$ cat src/rtl/serial_add_arbiter_if.sv
// Bundle of request/operand inputs and result outputs of the shared bit-serial adder.
// Clients drive the master side; the arbiter implements the slave side.
interface serial_add_arbiter_if #(
  parameter int WIDTH = 8
);
  logic             req0;
  logic [WIDTH-1:0] a0;
  logic [WIDTH-1:0] b0;
  logic             sub0;
  logic             req1;
  logic [WIDTH-1:0] a1;
  logic [WIDTH-1:0] b1;
  logic             sub1;
  logic [1:0]       gnt;
  logic             busy;
  logic             done;
  logic             done_id;
  logic [WIDTH-1:0] result;
  logic             carry_out;
  logic             overflow;

  modport master (
    output req0, a0, b0, sub0, req1, a1, b1, sub1,
    input  gnt, busy, done, done_id, result, carry_out, overflow
  );

  modport slave (
    input  req0, a0, b0, sub0, req1, a1, b1, sub1,
    output gnt, busy, done, done_id, result, carry_out, overflow
  );
endinterface

$ cat src/rtl/serial_add_arbiter.sv
// Round-robin arbiter sharing one full-adder cell between two clients; operands are
// streamed LSB-first through the cell with a carry flop, one bit per cycle.
module serial_add_arbiter #(
  parameter int WIDTH = 8
) (
  input  logic                clk,
  input  logic                rst_n,
  serial_add_arbiter_if.slave bus
);

  localparam int CW = $clog2(WIDTH);
  localparam logic [CW-1:0] LAST_BIT = CW'(WIDTH - 1);

  typedef enum logic [1:0] {
    S_IDLE = 2'd0,
    S_RUN  = 2'd1,
    S_DONE = 2'd2
  } state_t;

  state_t           state_q;
  logic [WIDTH-1:0] a_q;
  logic [WIDTH-1:0] b_q;
  logic [WIDTH-1:0] acc_q;
  logic             carry_q;
  logic [CW-1:0]    cnt_q;
  logic             id_q;
  logic             last_q;
  logic [1:0]       gnt_q;
  logic             done_q;
  logic             done_id_q;
  logic [WIDTH-1:0] result_q;
  logic             cout_q;
  logic             ovf_q;

  logic             any_req;
  logic             win_id;
  logic [WIDTH-1:0] sel_a;
  logic [WIDTH-1:0] sel_b;
  logic             sel_sub;
  logic             cell_sum;
  logic             cell_carry;
  logic [WIDTH-1:0] acc_d;

  // Winner: the lone requester, or the one not served last when both ask.
  always_comb begin
    any_req = bus.req0 | bus.req1;
    win_id  = (bus.req0 & bus.req1) ? ~last_q : bus.req1;
    sel_a   = win_id ? bus.a1 : bus.a0;
    sel_b   = win_id ? bus.b1 : bus.b0;
    sel_sub = win_id ? bus.sub1 : bus.sub0;
  end

  always_comb begin
    cell_sum   = a_q[0] ^ b_q[0] ^ carry_q;
    cell_carry = (a_q[0] & b_q[0]) | (carry_q & (a_q[0] ^ b_q[0]));
    acc_d      = {cell_sum, acc_q[WIDTH-1:1]};
  end

  always_ff @(posedge clk or negedge rst_n) begin
    if (!rst_n) begin
      state_q   <= S_IDLE;
      a_q       <= '0;
      b_q       <= '0;
      acc_q     <= '0;
      carry_q   <= 1'b0;
      cnt_q     <= '0;
      id_q      <= 1'b0;
      last_q    <= 1'b1;
      gnt_q     <= 2'b00;
      done_q    <= 1'b0;
      done_id_q <= 1'b0;
      result_q  <= '0;
      cout_q    <= 1'b0;
      ovf_q     <= 1'b0;
    end else begin
      gnt_q  <= 2'b00;
      done_q <= 1'b0;
      case (state_q)
        S_IDLE: begin
          if (any_req) begin
            id_q    <= win_id;
            a_q     <= sel_a;
            // Subtraction as a + ~b + 1: the +1 enters through the carry flop.
            b_q     <= sel_sub ? ~sel_b : sel_b;
            carry_q <= sel_sub;
            cnt_q   <= '0;
            gnt_q   <= win_id ? 2'b10 : 2'b01;
            state_q <= S_RUN;
          end
        end
        S_RUN: begin
          acc_q   <= acc_d;
          a_q     <= a_q >> 1;
          b_q     <= b_q >> 1;
          carry_q <= cell_carry;
          cnt_q   <= cnt_q + 1'b1;
          if (cnt_q == LAST_BIT) begin
            // carry_q is the carry into the MSB while the MSB is being summed.
            result_q  <= acc_d;
            cout_q    <= cell_carry;
            ovf_q     <= carry_q ^ cell_carry;
            done_q    <= 1'b1;
            done_id_q <= id_q;
            state_q   <= S_DONE;
          end
        end
        S_DONE: begin
          last_q  <= id_q;
          state_q <= S_IDLE;
        end
        default: state_q <= S_IDLE;
      endcase
    end
  end

  assign bus.gnt       = gnt_q;
  assign bus.busy      = (state_q != S_IDLE);
  assign bus.done      = done_q;
  assign bus.done_id   = done_id_q;
  assign bus.result    = result_q;
  assign bus.carry_out = cout_q;
  assign bus.overflow  = ovf_q;

endmodule

$ cat src/flat_wrapper.sv
// flat-port wrapper written by rule: the top's interface ports become plain ports
module serial_add_arbiter_flat 
#(
  parameter int WIDTH = 8
)
  (clk, rst_n, bus_req0, bus_a0, bus_b0, bus_sub0, bus_req1, bus_a1, bus_b1, bus_sub1, bus_gnt, bus_busy, bus_done, bus_done_id, bus_result, bus_carry_out, bus_overflow);
  serial_add_arbiter_if #(.WIDTH(WIDTH)) bus_i ();
  input  logic clk;
  input  logic rst_n;
  input wire logic [$bits(bus_i.req0)-1:0] bus_req0;
  input wire logic [$bits(bus_i.a0)-1:0] bus_a0;
  input wire logic [$bits(bus_i.b0)-1:0] bus_b0;
  input wire logic [$bits(bus_i.sub0)-1:0] bus_sub0;
  input wire logic [$bits(bus_i.req1)-1:0] bus_req1;
  input wire logic [$bits(bus_i.a1)-1:0] bus_a1;
  input wire logic [$bits(bus_i.b1)-1:0] bus_b1;
  input wire logic [$bits(bus_i.sub1)-1:0] bus_sub1;
  output wire logic [$bits(bus_i.gnt)-1:0] bus_gnt;
  output wire logic [$bits(bus_i.busy)-1:0] bus_busy;
  output wire logic [$bits(bus_i.done)-1:0] bus_done;
  output wire logic [$bits(bus_i.done_id)-1:0] bus_done_id;
  output wire logic [$bits(bus_i.result)-1:0] bus_result;
  output wire logic [$bits(bus_i.carry_out)-1:0] bus_carry_out;
  output wire logic [$bits(bus_i.overflow)-1:0] bus_overflow;
  assign bus_i.req0 = bus_req0;
  assign bus_i.a0 = bus_a0;
  assign bus_i.b0 = bus_b0;
  assign bus_i.sub0 = bus_sub0;
  assign bus_i.req1 = bus_req1;
  assign bus_i.a1 = bus_a1;
  assign bus_i.b1 = bus_b1;
  assign bus_i.sub1 = bus_sub1;
  assign bus_gnt = bus_i.gnt;
  assign bus_busy = bus_i.busy;
  assign bus_done = bus_i.done;
  assign bus_done_id = bus_i.done_id;
  assign bus_result = bus_i.result;
  assign bus_carry_out = bus_i.carry_out;
  assign bus_overflow = bus_i.overflow;
  serial_add_arbiter #(.WIDTH(WIDTH)) u_core (.clk(clk), .rst_n(rst_n), .bus(bus_i));
endmodule
$ cat config.mk
export PLATFORM = sky130hd
export DESIGN_NAME = serial_add_arbiter_flat
export DESIGN_NICKNAME = d
export VERILOG_FILES = /design/src/rtl/serial_add_arbiter_if.sv /design/src/rtl/serial_add_arbiter.sv /design/src/flat_wrapper.sv
export SDC_FILE = /design/constraint.sdc
export NUM_CORES = 1
export LEC_CHECK = 0
export CORE_MARGIN = 3
export CORE_UTILIZATION = 53
export CTS_CLUSTER_DIAMETER = 100
export CTS_CLUSTER_SIZE = 12
export DETAILED_ROUTE_END_ITERATION = 10
export PLACE_DENSITY_LB_ADDON = 0.2
export SYNTH_ARGS = -nofsm -noshare
export SYNTH_HDL_FRONTEND = slang
export SYNTH_SLANG_ARGS = --single-unit
$ cat constraint.sdc
create_clock -name clk -period 2.85 [get_ports clk]
set_input_delay 0.285 -clock clk [delete_from_list [all_inputs] [get_ports clk]]
set_output_delay 0.285 -clock clk [all_outputs]
set_load 0.02 [all_outputs]
=== Yosys cells after proc, flatten, opt, wreduce, memory -nomap -nowiden ===
Index checks and enable logic that the tools add are counted.
Widths: inputs -> output; s select.

* Register bits after elaboration: 46
* Input bits: 38
* Output and inout bits: 15
* Word-level logic and storage cells: 58

* $add $sub $neg: 1
* Equal/unequal tests: 5
* Multiplexer cells: 21
* Bitwise gates (word level): 10
* Reduce and logical (&&, ||, !) cells: 7

{| class="wikitable"
|+ Operator list
! operator !! count
|-
| $mux 8 || 5
|-
| $pmux 8 s2 || 2
|-
| $mux 2 || 5
|-
| $not 8->8 || 1
|-
| $reduce_and 2->1 || 4
|-
| $pmux 3 s2 || 1
|-
| $mux 1 || 5
|-
| $ne 2x1->1 const B || 2
|-
| $pmux 2 s2 || 1
|-
| $reduce_bool 2->1 || 2
|-
| $add 3x1->3 const B || 1
|-
| $and 1x1->1 || 3
|-
| $eq 3x3->1 const B || 1
|-
| $mux 3 || 1
|-
| $xor 1x1->1 || 3
|-
| $eq 2x1->1 const B || 1
|-
| $eq 2x2->1 const B || 1
|-
| $logic_not 2->1 || 1
|-
| $or 1x1->1 || 2
|-
| $pmux 1 s2 || 1
|-
| $not 1->1 || 1
|}

=== Depth between registers and ports, before layout ===
* Depth after elaboration: 7
* Gate-level depth with buffers: 6
* Depth with buffers taken out: 5

=== Worst setup path after synthesis ===
OpenSTA, ideal clock, no wires.

* Kind: register to register
* Start point: register u_core.cnt_q[0]
* End point: register u_core.result_q[1] (netlist: u_core.bus.result[1])
* Library setup time: 0.125 ns
* Arrival time: 1.365 ns
* Data required time: 2.725 ns
* Path slack: 1.361 ns
* Cell stages (with the launch flop): 6
* Buffers on the path: 1
* Period minus slack after synthesis: 1.489 ns
* Cells stage by stage: dfrtp_1 > ha_1 > ha_1 > nand3b_2 > buf_4 > mux2_2

* Longest elaborated chain between the ends: 2

{| class="wikitable"
|+ RTL lines
! what !! line !! RTL
|-
| from (decl) || serial_add_arbiter.sv:25 || <nowiki>logic [CW-1:0] cnt_q;</nowiki>
|-
| from (signal assigned) || serial_add_arbiter.sv:96 || <nowiki>cnt_q <= cnt_q + 1'b1;</nowiki>
|-
| $eq 3x3->1 || serial_add_arbiter.sv:97 || <nowiki>if (cnt_q == LAST_BIT) begin</nowiki>
|-
| $reduce_and 2->1 (no line) || - ||
|-
| to (signal assigned) || serial_add_arbiter.sv:72 || <nowiki>result_q <= '0;</nowiki>
|-
| to (signal assigned) || serial_add_arbiter.sv:99 || <nowiki>result_q <= acc_d;</nowiki>
|-
| to (decl) || serial_add_arbiter.sv:31 || <nowiki>logic [WIDTH-1:0] result_q;</nowiki>
|}

No other way between the ends.
A chain may end at the register's enable or synchronous reset.

=== Final worst setup path ===
* Start point: register u_core.state_q[1]
* End point: output bus_busy

* Longest elaborated chain between the ends: 1

{| class="wikitable"
|+ RTL lines
! what !! line !! RTL
|-
| from (decl) || serial_add_arbiter.sv:20 || <nowiki>state_t state_q;</nowiki>
|-
| from (signal assigned) || serial_add_arbiter.sv:61 || <nowiki>state_q <= S_IDLE;</nowiki>
|-
| from (signal assigned) || serial_add_arbiter.sv:88 || <nowiki>state_q <= S_RUN;</nowiki>
|-
| from (signal assigned) || serial_add_arbiter.sv:104 || <nowiki>state_q <= S_DONE;</nowiki>
|-
| $reduce_bool 2->1 || serial_add_arbiter.sv:117 || <nowiki>assign bus.busy = (state_q != S_IDLE);</nowiki>
|-
| to (decl) || flat_wrapper.sv:19 || <nowiki>output wire logic [$bits(bus_i.busy)-1:0] bus_busy;</nowiki>
|}

No other way between the ends.

==> results.toml <==
[sta]
relSlewSlack_pct = 35.7
holdWs_ns = 0.133
final_hold_viol_count = 0
timing.final.crit_share_pct = 72.4
final.setup.tns_ns = 0
rsz0062_at_grt = "false"
fin_ws_ns = 0.786
max_freq_mhz = 485
final_max_slew_viol_count = 0
clock_skew_ns = 0.00576
tightest_slew_ns = 0.965
setup_viol = 0
fin_crit_ns = 2.06

[global_routing]
grt.overflow.total = 0
track_usage_pct = 17.6
grt_max_degree = 46
grt_pass1_vias = 1518
antenna_found_initial = 0
grt_pass1_wl_um = 7030

[placed_design]
portBuffers = 52
dp_slack_ns = 0.869
finalWeightedCongestion = 0.730
placedCellCount = 287
dpl-instance-area_mm2 = 0.00271
dpl.hpwl_um = 2950

[pwr]
irDropWorstVdd_mv = 0.448
p_per_area_mw_per_mm2 = 942
p_leak_nw = 1.33

[floorplanning]
die_x_um = 70.9
rows = 22
io_pins = 53
start_util_pct = 57.9
core_mm2 = 0.00385
dieArea_mm2 = 0.00502
fp.dieH_um = 70.9

[worst_setup_path]
crit_buf_inv = 2
cpMaxStageDelayCell = "dfrtp_1"
startpoint_type = "flip-flop"
worstPathRequired_ns = 2.57
critPathMaxStageDelay_ns = 0.68
path_cells = "nor2_1 -> inv_1 -> clkdlybuf4s50_1"
end_kind = "output pin"
reg2regPathDepth = 4
reg2reg_from = "u_core.state_q[1]"
r2r-end = "u_core.b_q[6]"
ff2ff_setup_slack_ns = 1.16
cp_top_family = "flip-flops"
crit_type = "reg -> out"
arrival_ns = 1.78
cp_max_fo = 17

[clock_tree]
numCtsBuffers = 5
cts_max_level = 2
cts_root_buf = "clkbuf_8"
cts_max_path_buffers = 2
post_cts_buffers = 0
cts_resized = 0
path_clk_slew_ns = 0.08
cts_num_sinks = 45
ctsHoldBuffers = 0
cts_tree = "built"
insertion_delay_ns = 0.30

[drt]
drt_wl_total_um = 4180
drt_iter0_markers = 110
viasPerCell = 5.38
drt_drc_violations_left = 0
via_count = 1586
firstDrtPassIters = 4
ant_nets = 0
avgRoutedWirePerCell_um = 14.2

[finish]
n_antenna_cell = 0
final_layout_size_suffix_gt1_share_pct = 11.3
fin_nets = 287
area_growth_pct = 26.9
finalNonFillerCells = 295
final_area_mm2 = 0.00283

[logic_synthesis]
synth_cell_type_count = 33
yosysWarnings = 0
avgSynthCellArea_um2 = 11.4
ys_seq_area_share_pct = 50.6
synth-seq-cells = 45
yosysTopAreaCell = "dfrtp_1"
synth_top_cell_area_share_pct = 49.4
syn_nets = 237
synth_area_leaders = "dfrtp_1 (49%), mux2i_1 (8.1%), xor2_1 (6.3%)"
mappedNetlistArea_mm2 = 0.00223
syn_inst = 196

[run_status]
status = "completed"

[worst_hold_path]
min_path_type = "in -> async"

[job]
drv_cap = 0
## synth_stat cells
| master | instances |
|---|---|
| mux2_1 | 2 |
| a21boi_0 | 1 |
| mux2_2 | 9 |
| buf_4 | 2 |
| nor3_2 | 1 |
| dfstp_2 | 1 |
| nor2b_1 | 2 |
| nand2_1 | 33 |
| ha_1 | 2 |
| o221ai_1 | 12 |
| nor3_1 | 1 |
| nor2_1 | 5 |
| o21ai_0 | 13 |
| buf_6 | 5 |
| o311ai_0 | 1 |
| clkbuf_8 | 1 |
| o21ai_2 | 1 |
| fa_1 | 1 |
| nand3b_2 | 1 |
| buf_2 | 2 |
| o211ai_1 | 2 |
| clkbuf_2 | 2 |
| dfrtp_1 | 44 |
| a21o_1 | 1 |
| nand2b_1 | 1 |
| inv_1 | 9 |
| and2_1 | 2 |
| mux2i_1 | 18 |
| a31o_2 | 2 |
| a21bo_1 | 1 |
| xor2_1 | 16 |
| buf_12 | 1 |
| xnor2_1 | 1 |
## registers in the layout, indices dropped and copies added, names as in the netlist
name                  cells
u_core.bus.carry_out      1
u_core.bus.done           1
u_core.acc_q              7
u_core.a_q                8
u_core.bus.gnt            2
u_core.carry_q            1
u_core.last_q             1
u_core.b_q                8
u_core.bus.result         8
u_core.bus.done_id        1
u_core.state_q            2
u_core.bus.overflow       1
u_core.id_q               1
u_core.cnt_q              3
## stage by stage
step	util, %	total power, W
global route	73.4	0.00285
global placement	70.3	0.00215
detailed placement	70.3	0.00219
floorplan	-	0.00184
CTS	73.4	0.00269
finish	73.4	0.00266
## cell families (layout without fill, tap and decap cells)
family	after synthesis	count (layout)	synth area share, %
AOI/OAI and AO/OA	34	34	11.0
DFF	45	45	50.6
xor gates and xnor gates	17	17	6.68
muxes	29	29	13.6
and+or+nand+nor	46	46	8.98
buffers and inverters	22	73	7.13
adders and majority gates	3	3	2.02
## layer usage
layer  share of wire, %  wire, um  GRT usage [%]  vias up
li1                   -         -              -      769
met1                 42      1750           22.6      759
met2                 51      2140           29.5       54
met3                6.2       259           5.11        4
met4               0.53        22           4.38        0
met5                  0         0              0        -
## final cells by class
class	instances	area [um2]
well taps	48	60.1
clock inverters	2	37.5
repair buffers	56	546
multi-input cells	129	943
flip-flops and latches	45	1130
clock buffers	6	82.6
inverters	9	33.8
fillers	285	1020
## worst max path at each step
stage	from	end	slack, ns	cells after the start
after global routing	u_core.state_q[1]	bus_busy	0.70	3
after CTS	u_core.state_q[1]	bus_busy	0.79	3
after global placement	bus_req1	u_core.b_q[0]	0.92	5
final	u_core.state_q[1]	bus_busy	0.79	3
after floorplan	u_core.cnt_q[0]	u_core.bus.result[1]	1.36	5
after detailed placement	bus_req1	u_core.b_q[0]	0.87	5
## placed cells by master (no fill, tap or decap), types with 4 or more instances in the layout
cell type | netlist | layout
nand2_1 | 33 | 33
inv_1 | 9 | 9
nor2_1 | 5 | 5
dfrtp_1 | 44 | 44
buf_4 | 2 | 4
o221ai_1 | 12 | 12
mux2i_1 | 18 | 18
mux2_2 | 9 | 9
xor2_1 | 16 | 16
clkbuf_8 | 1 | 6
clkdlybuf4s50_1 | 0 | 51
o21ai_0 | 13 | 13
## power breakdown
group          internal [W]  total, W  leakage [nW]  switching, W
combinational      0.000534   0.00109         0.705      0.000552
clock              0.000285  0.000496        0.0574      0.000211
sequential         0.000920   0.00108         0.563      0.000163
total               0.00174   0.00266          1.33      0.000925
Power figures use the tool's default switching activity.
